## config.mk

```make
export PLATFORM = sky130hd
export DESIGN_NAME = scan_chain_ctrl
export DESIGN_NICKNAME = d
export VERILOG_FILES = /design/src/rtl/scan_chain_ctrl.sv
export SDC_FILE = /design/constraint.sdc
export NUM_CORES = 1
export LEC_CHECK = 0
export CAP_MARGIN = 25
export CELL_PAD_IN_SITES_DETAIL_PLACEMENT = 2
export CELL_PAD_IN_SITES_GLOBAL_PLACEMENT = 2
export CORE_UTILIZATION = 33
export CTS_CLUSTER_DIAMETER = 200
export DETAILED_ROUTE_END_ITERATION = 6
export GPL_TIMING_DRIVEN = 0
export PLACE_DENSITY = 0.86
export SYNTH_ARGS = -nofsm -noshare
export SYNTH_HDL_FRONTEND = slang
export SYNTH_SLANG_ARGS = --single-unit
```

## constraint.sdc

```tcl
create_clock -name clk -period 2 [get_ports clk]
set_input_delay 0.4 -clock clk [delete_from_list [all_inputs] [get_ports clk]]
set_output_delay 0.4 -clock clk [all_outputs]
set_load 0.05 [all_outputs]
```

## src/rtl/scan_chain_ctrl.sv

```systemverilog
// Parametrised scan register with CAPTURE / SHIFT / UPDATE command controller.
// Optional UPDATE parity guard enabled by defining SCAN_CHAIN_PARITY_EN.
module scan_chain_ctrl #(
    parameter int                 WIDTH     = 16,
    parameter logic [WIDTH-1:0]   RESET_VAL = '0,
    localparam int                CNT_W     = $clog2(WIDTH + 1)
) (
    input  logic             clk,
    input  logic             rst_n,
    input  logic             start,
    input  logic [1:0]       op,
    input  logic [CNT_W-1:0] len,
    output logic             ready,
    output logic             busy,
    output logic             done,
    input  logic             scan_in,
    output logic             scan_out,
    input  logic [WIDTH-1:0] data_in,
    output logic [WIDTH-1:0] data_out
`ifdef SCAN_CHAIN_PARITY_EN
   ,input  logic             par_in,
    output logic             par_err
`endif
);

    localparam logic [1:0] OP_NOP     = 2'b00;
    localparam logic [1:0] OP_CAPTURE = 2'b01;
    localparam logic [1:0] OP_SHIFT   = 2'b10;
    localparam logic [1:0] OP_UPDATE  = 2'b11;

    typedef enum logic [2:0] {
        S_IDLE,
        S_CAPTURE,
        S_SHIFT,
        S_UPDATE,
        S_DONE
    } state_t;

    state_t            state, state_nxt;
    logic [WIDTH-1:0]  shift_reg;
    logic [CNT_W-1:0]  cnt;
    logic [CNT_W-1:0]  len_clamped;
    logic              accept;
`ifdef SCAN_CHAIN_PARITY_EN
    logic              par_q;
`endif

    assign accept   = (state == S_IDLE) && start;
    assign scan_out = shift_reg[0];

    // A length of zero or anything past WIDTH means a full-width shift.
    always_comb begin
        len_clamped = len;
        if (len == '0 || len > CNT_W'(WIDTH))
            len_clamped = CNT_W'(WIDTH);
    end

    always_ff @(posedge clk or negedge rst_n) begin
        if (!rst_n)
            state <= S_IDLE;
        else
            state <= state_nxt;
    end

    always_comb begin
        state_nxt = state;
        case (state)
            S_IDLE: begin
                if (start) begin
                    case (op)
                        OP_NOP:     state_nxt = S_DONE;
                        OP_CAPTURE: state_nxt = S_CAPTURE;
                        OP_SHIFT:   state_nxt = S_SHIFT;
                        OP_UPDATE:  state_nxt = S_UPDATE;
                        default:    state_nxt = S_DONE;
                    endcase
                end
            end
            S_CAPTURE: state_nxt = S_DONE;
            S_UPDATE:  state_nxt = S_DONE;
            S_SHIFT:   if (cnt == CNT_W'(1)) state_nxt = S_DONE;
            S_DONE:    state_nxt = S_IDLE;
            default:   state_nxt = S_IDLE;
        endcase
    end

    always_comb begin
        ready = (state == S_IDLE);
        busy  = (state != S_IDLE);
        done  = (state == S_DONE);
    end

    always_ff @(posedge clk or negedge rst_n) begin
        if (!rst_n) begin
            shift_reg <= '0;
            data_out  <= RESET_VAL;
            cnt       <= '0;
`ifdef SCAN_CHAIN_PARITY_EN
            par_q     <= 1'b0;
            par_err   <= 1'b0;
`endif
        end else begin
            case (state)
                S_IDLE: begin
                    if (accept && op == OP_SHIFT)
                        cnt <= len_clamped;
`ifdef SCAN_CHAIN_PARITY_EN
                    if (accept && op == OP_UPDATE)
                        par_q <= par_in;
                    if (accept && op == OP_CAPTURE)
                        par_err <= 1'b0;
`endif
                end
                S_CAPTURE: shift_reg <= data_in;
                S_SHIFT: begin
                    shift_reg <= {scan_in, shift_reg[WIDTH-1:1]};
                    cnt       <= cnt - CNT_W'(1);
                end
                S_UPDATE: begin
`ifdef SCAN_CHAIN_PARITY_EN
                    // Parity mismatch protects the live register and latches a sticky error.
                    if ((^shift_reg) != par_q)
                        par_err <= 1'b1;
                    else
                        data_out <= shift_reg;
`else
                    data_out <= shift_reg;
`endif
                end
                default: ;
            endcase
        end
    end

endmodule
```

Word-level counts from Yosys, hierarchy flattened
Index checks and enable logic that the tools add are counted.
Word-level totals
  register bits after elaboration: 40
  word-level logic and storage cells: 37
  output and inout port bits: 20
Cells by class
  $add $sub $neg: 1
  order comparisons: 1
  reduce and logical (&&, ||, !) cells: 12
  equal/unequal tests: 11
  muxes and demuxes: 8
Operator list (count)
  16-bit case mux with 2 select lines: 1
  3-bit case mux with 4 select lines: 1
  5-bit 2-to-1 mux: 2
  5-bit case mux with 2 select lines: 1
  3-bit case mux with 3 select lines: 1
  3-bit by 2-bit equality test with 1-bit output (second input constant): 2
  3-bit 2-to-1 mux: 2
  5-bit by 1-bit equality test with 1-bit output (second input constant): 1
  5-bit greater-than comparator (second input constant): 1
  5-bit logical NOT: 1
  5-bit by 1-bit subtractor with 5-bit output (second input constant): 1
  2-bit equality test (second input constant): 2
  2-bit inequality test (second input constant): 2
  2-bit AND reduction: 2
  2-bit nonzero test: 2
  3-bit by 1-bit equality test with 1-bit output (second input constant): 1
  3-bit equality test (second input constant): 1
  3-bit logical NOT: 1
  3-bit nonzero test: 1
  2-bit by 1-bit equality test with 1-bit output (second input constant): 1
  1-bit logical AND: 2
  2-bit logical NOT: 1
  2-bit by 1-bit inequality test with 1-bit output (second input constant): 1
  2-bit OR reduction: 1
  1-bit logical OR: 1

Logic depth before layout (Yosys ltp)
  word-level depth: 5
  depth in mapped cells: 6

Least setup slack after synthesis
OpenSTA, ideal clock, no wires.
  kind: register to output
  from: register state[1]
  to: output port done
  setup slack: -0.053 ns
  cell stages (with the launch flop): 3
  buffers on the path: 1
  data required time: 1.600 ns
  arrival: 1.653 ns
  cells stage by stage: dfrtp_1 > buf_6 > nor3b_1
Between the ends
  cells in the longest elaborated chain, start to end: 1
Ends and longest elaborated chain
  start, declared: RTL line 39  | state_t state, state_nxt;
  start signal, assigned: RTL line 62  | state <= state_nxt;
  3-bit equality test: RTL line 90  | done = (state == S_DONE);
  end, declared: RTL line 15  | output logic done,
No other way between the ends.

Worst setup path after layout
  from: register state[2]
  to: output port done
The elaborated chain is that of the path after synthesis.

==> impl_metrics.toml <==
[min_path]
hold_path.class = "input pin to async pin"

[power]
power_density_nw_per_um2 = 1690
leakagePower_uw = 0.00112
total_power_uw = 4330
vdd_drop_max_mv = 0.724

[critical_path]
worstReg2RegEnd = "shift_reg[7]"
critPathLaunchType = "flip-flop"
cpPeakStageDelay_ps = 550
path_delay_family = "buffers and inverters"
endpoint_kind = "primary output"
r2r_start = "state[1]"
crit_buf_inv = 1
crit_required_ps = 1600
r2r_cells = 5
rrSetupSlack_ps = 420
crit_chain = "nor3b_2 -> dlygate4sd2_1"
slowest_stage = "dlygate4sd2_1"
arrival_ps = 1520
worstSetupPathType = "flip-flop to primary output"
path_max_fanout = 7

[clock_tree]
cts_made_buffers = 5
clk_pin_slew_ps = 80
clk_path_buf_depth = 2
clock-root-buffer = "clkbuf_8"
clock-sinks = 40
cts_max_level = 2
insertion_delay_ps = 290
cts_tree = "built"

[sta]
post-route-period-util_pct = 96.0
tightest_slew_ps = 507
setup_slack_ps = 79.5
slew_headroom_pct = 66.1
rsz0062_at_grt = "no"
period_needed_ps = 1920
hold_viol = 0
whs_ps = 438
finalSetupViolations = 0
finalMaxSlewViolations = 0
max_freq_mhz = 521
fin_skew_ps = 5.98

[yosys]
ys_ff_latch = 40
syn_nets = 190
synthDistinctLibCells = 32
synth_top_area_share_pct = 53.2
synth_area_leaders = "dfrtp_1 53%, mux2_2 9.6%, mux2i_1 8.5%"
synthFlopType = "dfrtp_1"
synthCells = 160
yosys-top-cells-count = "40 x dfrtp_1, 17 x nand2_1, 17 x o21ai_0"
async_flop_share_pct = 100
syn_area_sq_um = 1880
yosysTopAreaCell = "dfrtp_1"
ys_seq_area_share_pct = 53.2
avgSynthCellArea_sq_um = 11.8
yosysWarnings = 0
synth_edf_count = 0
synth_most_common_cell = "dfrtp_1"

[global_routing]
overflow = 0
grt_pass1_wl_microns = 7840
grt_pass1_vias = 1583
antenna_found_initial = 0
grt_max_degree = 40
grt_util_all_layers_pct = 16.8

[final_layout]
diodes = 0
drive_gt1_share_pct = 18.5
ff_latch_area_sq_um = 1000
syn2layout_area_growth_pct = 36.3
fillers = 566
finalNetCount = 245
final_area_sq_um = 2560
multi_input_area_sq_um = 791

[job]
cap_violations = 0

[place]
gp_congestion = 0.734
dp_hpwl_microns = 3370
pre_cts_slack_ps = -108
portBuffers = 46
dpl_cell_area_sq_um = 2450

[floorplanning]
io_pins = 47
die_area_sq_um = 6000
fp.dieH_microns = 77.5
num_rows = 27
start_util_pct = 34.2
chipWidth_microns = 77.5
coreArea_sq_um = 5510

[routing]
wl_per_cell_microns = 16.1
drc_errors = 0
vias_per_cell = 4.97
ant_nets = 0
drt-total-wl_microns = 4620
dr.pass1.iters = 3
num_vias = 1431
first_iter_violations = 79

[outcome]
status = "finished, final reports clean"
-- what timing repair did --
item,CTS,global route
gates resized for setup,5,2
setup endpoints to repair,3,1
gates cloned,0,0
setup buffers,0,0
hold endpoints to repair,1,0
hold buffers,1,0
-- metal layers --
layer  part of all wire [%]  GRT usage, %
met5                      0             0
met4                   0.41          3.96
met3                    3.2          3.88
met2                     50          28.0
met1                     46          22.1
-- placed cells by master (no fill, tap or decap), drive strengths merged, types with 2 or more instances in the layout --
cell type	instances
and3	2
nor2	3
nand3	9
o211ai	3
nor3b	2
dfrtp	40
nor3	4
nand2	17
clkbuf	11
o21ai	17
ha	3
mux2i	16
clkdlybuf4s50	42
inv	5
mux2	16
buf	8
-- report_power, final --
part	switching (uW)	internal, uW	leakage [uW]
Sequential	279	1190	0.000500
Combinational	1370	854	0.000562
Clock	275	370	0.0000552
Total	1920	2410	0.00112
-- through the flow --
stage | instances | util, % | setup TNS [ps]
4_1_cts | 288 | 46.6 | 0
3_3_place_gp | 278 | 44.2 | -21530
2_1_floorplan | 160 | - | 0
6_report | 288 | 46.6 | 0
3_5_place_dp | 279 | 44.5 | -221
5_1_grt | 288 | 46.6 | 0
-- layout make-up --
| cell class | instances | area share (%) |
|---|---|---|
| plain buffers | 10 | 2.93 |
| well taps | 72 | 3.51 |
| clock buffers | 6 | 2.83 |
| multi-input cells | 105 | 30.8 |
| repair buffers | 48 | 18.7 |
| clock inverters | 2 | 1.37 |
| flip-flops and latches | 40 | 39.0 |
| inverters | 5 | 0.732 |
-- how the worst max path moves through the flow --
stage | startpoint | endpoint | slack (ps) | cells after the start
after floorplan | state[1] | busy | 170 | 3
after detailed placement | len[0] | cnt[3] | -110 | 6
final | state[2] | done | 80 | 2
after CTS | state[1] | busy | 3 | 4
after global routing | state[2] | done | 10 | 2
after global placement | rst_n | data_out[14] | -540 | 1
-- logic make-up (layout without fill, tap and decap cells) --
| kind of cell | Yosys count | in the layout | share of synthesized area, % |
|---|---|---|---|
| DFF | 40 | 40 | 53.2 |
| and+or+nand+nor | 44 | 44 | 12.9 |
| buffers and inverters | 15 | 71 | 4.99 |
| muxes | 32 | 32 | 18.1 |
| AOI/OAI and AO/OA | 25 | 25 | 8.32 |
| xor gates and xnor gates | 1 | 1 | 0.466 |
| adders and majority gates | 3 | 3 | 2.00 |
No activity file was read; power rests on OpenSTA's default activity.
